[src/rtl/adc3wire_pkg.sv]
// Shared frame geometry, FSM state encoding and error codes for the ADC 3-wire responder.
// Latency: n/a (declarations and a pure combinational helper only).
// Backpressure: n/a.
package adc3wire_pkg;

   localparam int FRAME_BITS = 32;
   localparam int ADDR_W     = 4;
   localparam int DATA_W     = 16;
   localparam int HDR_W      = 12;
   localparam int CNT_W      = 6;
   localparam int NUM_REGS   = 1 << ADDR_W;

   // Bit counter stops one past a full frame so "too long" stays distinguishable.
   localparam logic [CNT_W-1:0] CNT_SAT = CNT_W'(FRAME_BITS + 1);

   typedef enum logic [1:0] {
      ST_ARM   = 2'd0,
      ST_IDLE  = 2'd1,
      ST_SHIFT = 2'd2
   } state_t;

   localparam logic [1:0] ERR_NONE  = 2'b00;
   localparam logic [1:0] ERR_SHORT = 2'b01;
   localparam logic [1:0] ERR_LONG  = 2'b10;
   localparam logic [1:0] ERR_HDR   = 2'b11;

   // Classify a finished frame; ERR_NONE means it may be committed.
   function automatic logic [1:0] frame_verdict(input logic [CNT_W-1:0] cnt,
                                                input logic [HDR_W-1:0] hdr,
                                                input logic [HDR_W-1:0] hdr_exp);
      if (cnt < CNT_W'(FRAME_BITS))      return ERR_SHORT;
      else if (cnt > CNT_W'(FRAME_BITS)) return ERR_LONG;
      else if (hdr != hdr_exp)           return ERR_HDR;
      else                               return ERR_NONE;
   endfunction

endpackage

[src/rtl/adc3wire_sync.sv]
// Multi-flop synchroniser for one asynchronous wire, with single-cycle rise/fall pulses.
// Latency: SYNC_STAGES cycles to dout; edge pulses are combinational from the last two flops.
// Backpressure: none; the wire is sampled every cycle.
module adc3wire_sync #(
   parameter int SYNC_STAGES = 2
) (
   input  logic wbs_clk_i,
   input  logic wbs_rst_n_i,
   input  logic din,
   output logic dout,
   output logic rise,
   output logic fall
);

   logic [SYNC_STAGES-1:0] sync_q;
   logic                   dout_d;

   // Shift the raw wire through the synchroniser and keep one extra delayed copy for edges
   always_ff @(posedge wbs_clk_i or negedge wbs_rst_n_i) begin
      if (!wbs_rst_n_i) begin
         sync_q <= '0;
         dout_d <= 1'b0;
      end else begin
         sync_q <= {sync_q[SYNC_STAGES-2:0], din};
         dout_d <= sync_q[SYNC_STAGES-1];
      end
   end

   assign dout = sync_q[SYNC_STAGES-1];
   assign rise = dout & ~dout_d;
   assign fall = ~dout & dout_d;

endmodule

[src/rtl/adc3wire_responder.sv]
// ADC-side 3-wire config slave: assembles 32-bit MSB-first frames into a 16x16 register file.
// Latency: wr_valid/frame_err pulse SYNC_STAGES+1 cycles after the inactive strobe is first sampled; rd_data 1 cycle.
// Backpressure: none; the wire master cannot be stalled, results are pulses plus held registers.
module adc3wire_responder
   import adc3wire_pkg::*;
#(
   parameter int          SYNC_STAGES       = 2,
   parameter bit          STROBE_ACTIVE_LOW = 1'b1,
   parameter logic [11:0] HEADER_VALUE      = 12'h001
) (
   input  logic        wbs_clk_i,
   input  logic        wbs_rst_n_i,
   input  logic        adc3wire_clk,
   input  logic        adc3wire_data,
   input  logic        adc3wire_strobe,
   output logic        wr_valid,
   output logic [3:0]  wr_addr,
   output logic [15:0] wr_data,
   output logic        frame_err,
   output logic [1:0]  err_code,
   output logic [7:0]  frame_count,
   input  logic [3:0]  rd_addr,
   output logic [15:0] rd_data
);

   logic unused_sclk_lvl;
   logic unused_sclk_fall;
   logic unused_data_rise;
   logic unused_data_fall;

   logic sclk_rise;
   logic data_sync;
   logic strb_sync;
   logic strb_rise;
   logic strb_fall;

   // All three wires share one depth so data stays aligned with the clock edge that samples it.
   adc3wire_sync #(.SYNC_STAGES(SYNC_STAGES)) u_sync_clk (
      .wbs_clk_i   (wbs_clk_i),
      .wbs_rst_n_i (wbs_rst_n_i),
      .din         (adc3wire_clk),
      .dout        (unused_sclk_lvl),
      .rise        (sclk_rise),
      .fall        (unused_sclk_fall)
   );

   adc3wire_sync #(.SYNC_STAGES(SYNC_STAGES)) u_sync_data (
      .wbs_clk_i   (wbs_clk_i),
      .wbs_rst_n_i (wbs_rst_n_i),
      .din         (adc3wire_data),
      .dout        (data_sync),
      .rise        (unused_data_rise),
      .fall        (unused_data_fall)
   );

   adc3wire_sync #(.SYNC_STAGES(SYNC_STAGES)) u_sync_strb (
      .wbs_clk_i   (wbs_clk_i),
      .wbs_rst_n_i (wbs_rst_n_i),
      .din         (adc3wire_strobe),
      .dout        (strb_sync),
      .rise        (strb_rise),
      .fall        (strb_fall)
   );

   logic strb_act;
   logic strb_on;
   logic strb_off;

   assign strb_act = STROBE_ACTIVE_LOW ? ~strb_sync : strb_sync;
   assign strb_on  = STROBE_ACTIVE_LOW ? strb_fall : strb_rise;
   assign strb_off = STROBE_ACTIVE_LOW ? strb_rise : strb_fall;

   state_t                  state;
   logic [FRAME_BITS-1:0]   shift_reg;
   logic [CNT_W-1:0]        bit_cnt;
   logic [DATA_W-1:0]       regfile [NUM_REGS];
   logic [1:0]              verdict;

   assign verdict = frame_verdict(bit_cnt, shift_reg[FRAME_BITS-1 -: HDR_W], HEADER_VALUE);

   // Frame capture FSM, register file writes and registered result outputs
   always_ff @(posedge wbs_clk_i or negedge wbs_rst_n_i) begin
      if (!wbs_rst_n_i) begin
         state       <= ST_ARM;
         shift_reg   <= '0;
         bit_cnt     <= '0;
         wr_valid    <= 1'b0;
         wr_addr     <= '0;
         wr_data     <= '0;
         frame_err   <= 1'b0;
         err_code    <= ERR_NONE;
         frame_count <= '0;
         for (int i = 0; i < NUM_REGS; i++) begin
            regfile[i] <= '0;
         end
      end else begin
         wr_valid  <= 1'b0;
         frame_err <= 1'b0;
         case (state)
            // Never join a frame already in flight: wait for the strobe to go inactive first.
            ST_ARM: begin
               if (!strb_act) begin
                  state <= ST_IDLE;
               end
            end
            ST_IDLE: begin
               if (strb_on) begin
                  shift_reg <= '0;
                  bit_cnt   <= '0;
                  state     <= ST_SHIFT;
               end
            end
            ST_SHIFT: begin
               // End of frame wins over a coincident sclk edge, which is dropped.
               if (strb_off) begin
                  state <= ST_IDLE;
                  if (verdict == ERR_NONE) begin
                     regfile[shift_reg[DATA_W +: ADDR_W]] <= shift_reg[DATA_W-1:0];
                     wr_addr     <= shift_reg[DATA_W +: ADDR_W];
                     wr_data     <= shift_reg[DATA_W-1:0];
                     wr_valid    <= 1'b1;
                     frame_count <= frame_count + 8'd1;
                  end else begin
                     frame_err <= 1'b1;
                     err_code  <= verdict;
                  end
               end else if (sclk_rise) begin
                  shift_reg <= {shift_reg[FRAME_BITS-2:0], data_sync};
                  if (bit_cnt != CNT_SAT) begin
                     bit_cnt <= bit_cnt + CNT_W'(1);
                  end
               end
            end
            default: state <= ST_ARM;
         endcase
      end
   end

   // Registered read port; a same-cycle write to rd_addr shows up one cycle later
   always_ff @(posedge wbs_clk_i or negedge wbs_rst_n_i) begin
      if (!wbs_rst_n_i) begin
         rd_data <= '0;
      end else begin
         rd_data <= regfile[rd_addr];
      end
   end

endmodule

[config.mk]
export PLATFORM = sky130hd
export DESIGN_NAME = adc3wire_responder
export DESIGN_NICKNAME = d
export VERILOG_FILES = /design/src/rtl/adc3wire_pkg.sv /design/src/rtl/adc3wire_sync.sv /design/src/rtl/adc3wire_responder.sv
export SDC_FILE = /design/constraint.sdc
export NUM_CORES = 1
export LEC_CHECK = 0
export ABC_AREA = 0
export ABC_CLOCK_PERIOD_IN_PS = 3200
export CORE_UTILIZATION = 40
export CTS_CLUSTER_DIAMETER = 50
export DETAILED_ROUTE_END_ITERATION = 8
export PLACE_DENSITY = 0.62
export SYNTH_ARGS = -nofsm -noshare
export SYNTH_HDL_FRONTEND = slang
export SYNTH_SLANG_ARGS = --single-unit
[constraint.sdc]
create_clock -name wbs_clk_i -period 3.2 [get_ports wbs_clk_i]
set_input_delay 0.64 -clock wbs_clk_i [delete_from_list [all_inputs] [get_ports wbs_clk_i]]
set_output_delay 0.64 -clock wbs_clk_i [all_outputs]
set_load 0.1 [all_outputs]
==> reports/results.tsv <==
metric	value	unit
outcome	completed	
area_growth	15.0	%
syn_area_per_cell	15.0	sq um
timing.final.crit_share	0.837	
grt_start_max_net_pins	80	
drv_slew	0	
setup_viol	0	
clkSinkCount	352	
grt_overflow	0	
hpwl	20900	microns
required	3610	ps
die_area	39400	sq um
synth-warning-count	0	
grt_first_pass_wirelength	54200	microns
nNetsFinal	1099	
diodes	0	
critPathMaxFanout	16	
crit_slowest_cell	dfrtp_1	
synth_ff_type	dfrtp_1	
cp_num_cells	7	
worstPathArrival	3080	ps
crit_family	simple AND/OR/NAND/NOR gates	
netlist_area	15500	sq um
synth_seq_area_share	0.570	
drc	0	
routed_via_density	5.38	
syn_nets	1045	
hold_class	in2async	
most-common-layout-cells	dfrtp_1 (352), mux2_2 (196), nand2_1 (88)	
timing.max_cap.violations	0	
largest_register_ffs	256	
final_common_cell	dfrtp_1	
drt_iter0_markers	504	
cp_slowest_stage_delay	440	ps
routabilityCongestion	0.748	
fmax	374	MHz
async_reset_ff_frac	1.00	
holdWs	101	ps
io_buffer_count	56	
critPathKind	reg2reg	
clock_skew	11.1	ps
vias	8719	
fin_crit	2680	ps
finalHoldViolations	0	
ys_types	41	
tns	0	ps
rr_worst_depth	7	
rsz0062_at_grt	false	
startpoint	bit_cnt[0]	
cts_hold_buffers	0	
cp_cell_sequence	inv_1 > ha_1 > nor4b_4 > nand3_4 > nor4_4 > buf_4 > mux2_2	
cts-buffers-inserted	39	
die_w	199	microns
htree_num_levels	2	
relSlewSlack	0.540	
timing.rr.end	regfile[195]	
routedWlPerCell	20.7	microns
grt_pass1_vias	9207	
cp-end-kind	flop	
die_h	199	microns
worst-path-buf-inv	2	
clockRootBuffer	clkbuf_16	
rows	71	
final_area	17800	sq um
fillCellCount	3347	
vdd_ir_drop_max	367	uV
wirelength	33600	microns
ant_nets	0	
placed_area	16600	sq um
cts_resized	0	
dr.pass1.iters	5	
r2r_start	bit_cnt[0]	
power	9200	uW
cp-start-kind	flop	
final_core_util	0.470	
ff2ff_setup_slack	520	ps
antenna_found_initial	0	
initial_core_util	0.408	
powerDensity	518	nW/um^2
worst_pin_slew	690	ps
drive_gt1_frac	0.393	
post_cts_buffers	0	
pin_count	57	
grt_util_all_layers	0.181	
cts_buffer_depth	3	
cts.clk_slew.worst_paths	60	ps
p_leak	0.00864	uW
synth-edff-count	0	
synth-seq-cells	352	
clk_latency	530	ps
netlist_instances	1032	
core-area	37800	sq um
cts_tree	built	
cells in the mapped netlist (all sizes together) (2+ instances only):
cell type,n,area (sq um)
nand2b,5,31.3
o22ai,2,12.5
ha,4,50.1
nand3,8,52.6
a22oi,32,240
mux4,64,1440
nor4b,3,47.5
o21ai,33,165
nor4,22,378
nor2,9,33.8
xor2,6,52.6
clkbuf,45,169
dfrtp,352,8810
nor3,5,25.0
a21o,2,15.0
nand2,88,330
nand4,3,18.8
a21oi,4,20.0
inv,5,18.8
or2,3,18.8
xnor2,4,35.0
mux2,277,3120
buf,43,267
nor2b,4,25.0
cell type report:
type | instances | area [sq um] | area share
clock inverters | 5 | 31.3 | 0.00176
repair buffers | 101 | 888 | 0.0500
inverters | 5 | 18.8 | 0.00106
clock buffers | 60 | 1180 | 0.0663
well taps | 511 | 639 | 0.0360
multi-input cells | 587 | 6200 | 0.349
flip-flops and latches | 352 | 8810 | 0.496
worst max path at each step:
stage          slack (ps)            to
6_report              520  regfile[195]
5_1_grt               330  regfile[207]
4_1_cts               490  regfile[195]
3_5_place_dp          510  regfile[196]
3_3_place_gp          610   regfile[12]
2_1_floorplan         760  regfile[101]
layer usage:
metal,wire length [microns],global-route usage,share of wire,vias up
li1,-,-,-,3854
met3,1100,0.0266,0.033,57
met4,733,0.0527,0.022,0
met2,15900,0.284,0.47,146
met5,0,0,0,-
met1,15900,0.261,0.47,4662
cell families (layout without fill, tap and decap cells):
logic type	count (synthesis)	count (layout)	synth area share
buffers and inverters	93	171	0.0294
xor gates and xnor gates	10	10	0.00567
DFF	352	352	0.570
muxes	342	342	0.296
adders and majority gates	4	4	0.00324
and+or+nand+nor	155	155	0.0652
AOI/OAI and AO/OA	76	76	0.0310
power breakdown:
group | switching (uW) | internal, uW | total (uW)
Combinational | 321 | 115 | 436
Clock | 1740 | 2520 | 4260
Sequential | 28.3 | 4480 | 4510
Total | 2090 | 7110 | 9200
metrics by stage:
stage / setup slack [ps] / cells
2_1_floorplan: 760 / 1032
3_3_place_gp: 607 / 1556
3_5_place_dp: 506 / 1556
4_1_cts: 489 / 1621
5_1_grt: 330 / 1621
6_report: 523 / 1621
Power figures use the tool's default switching activity.
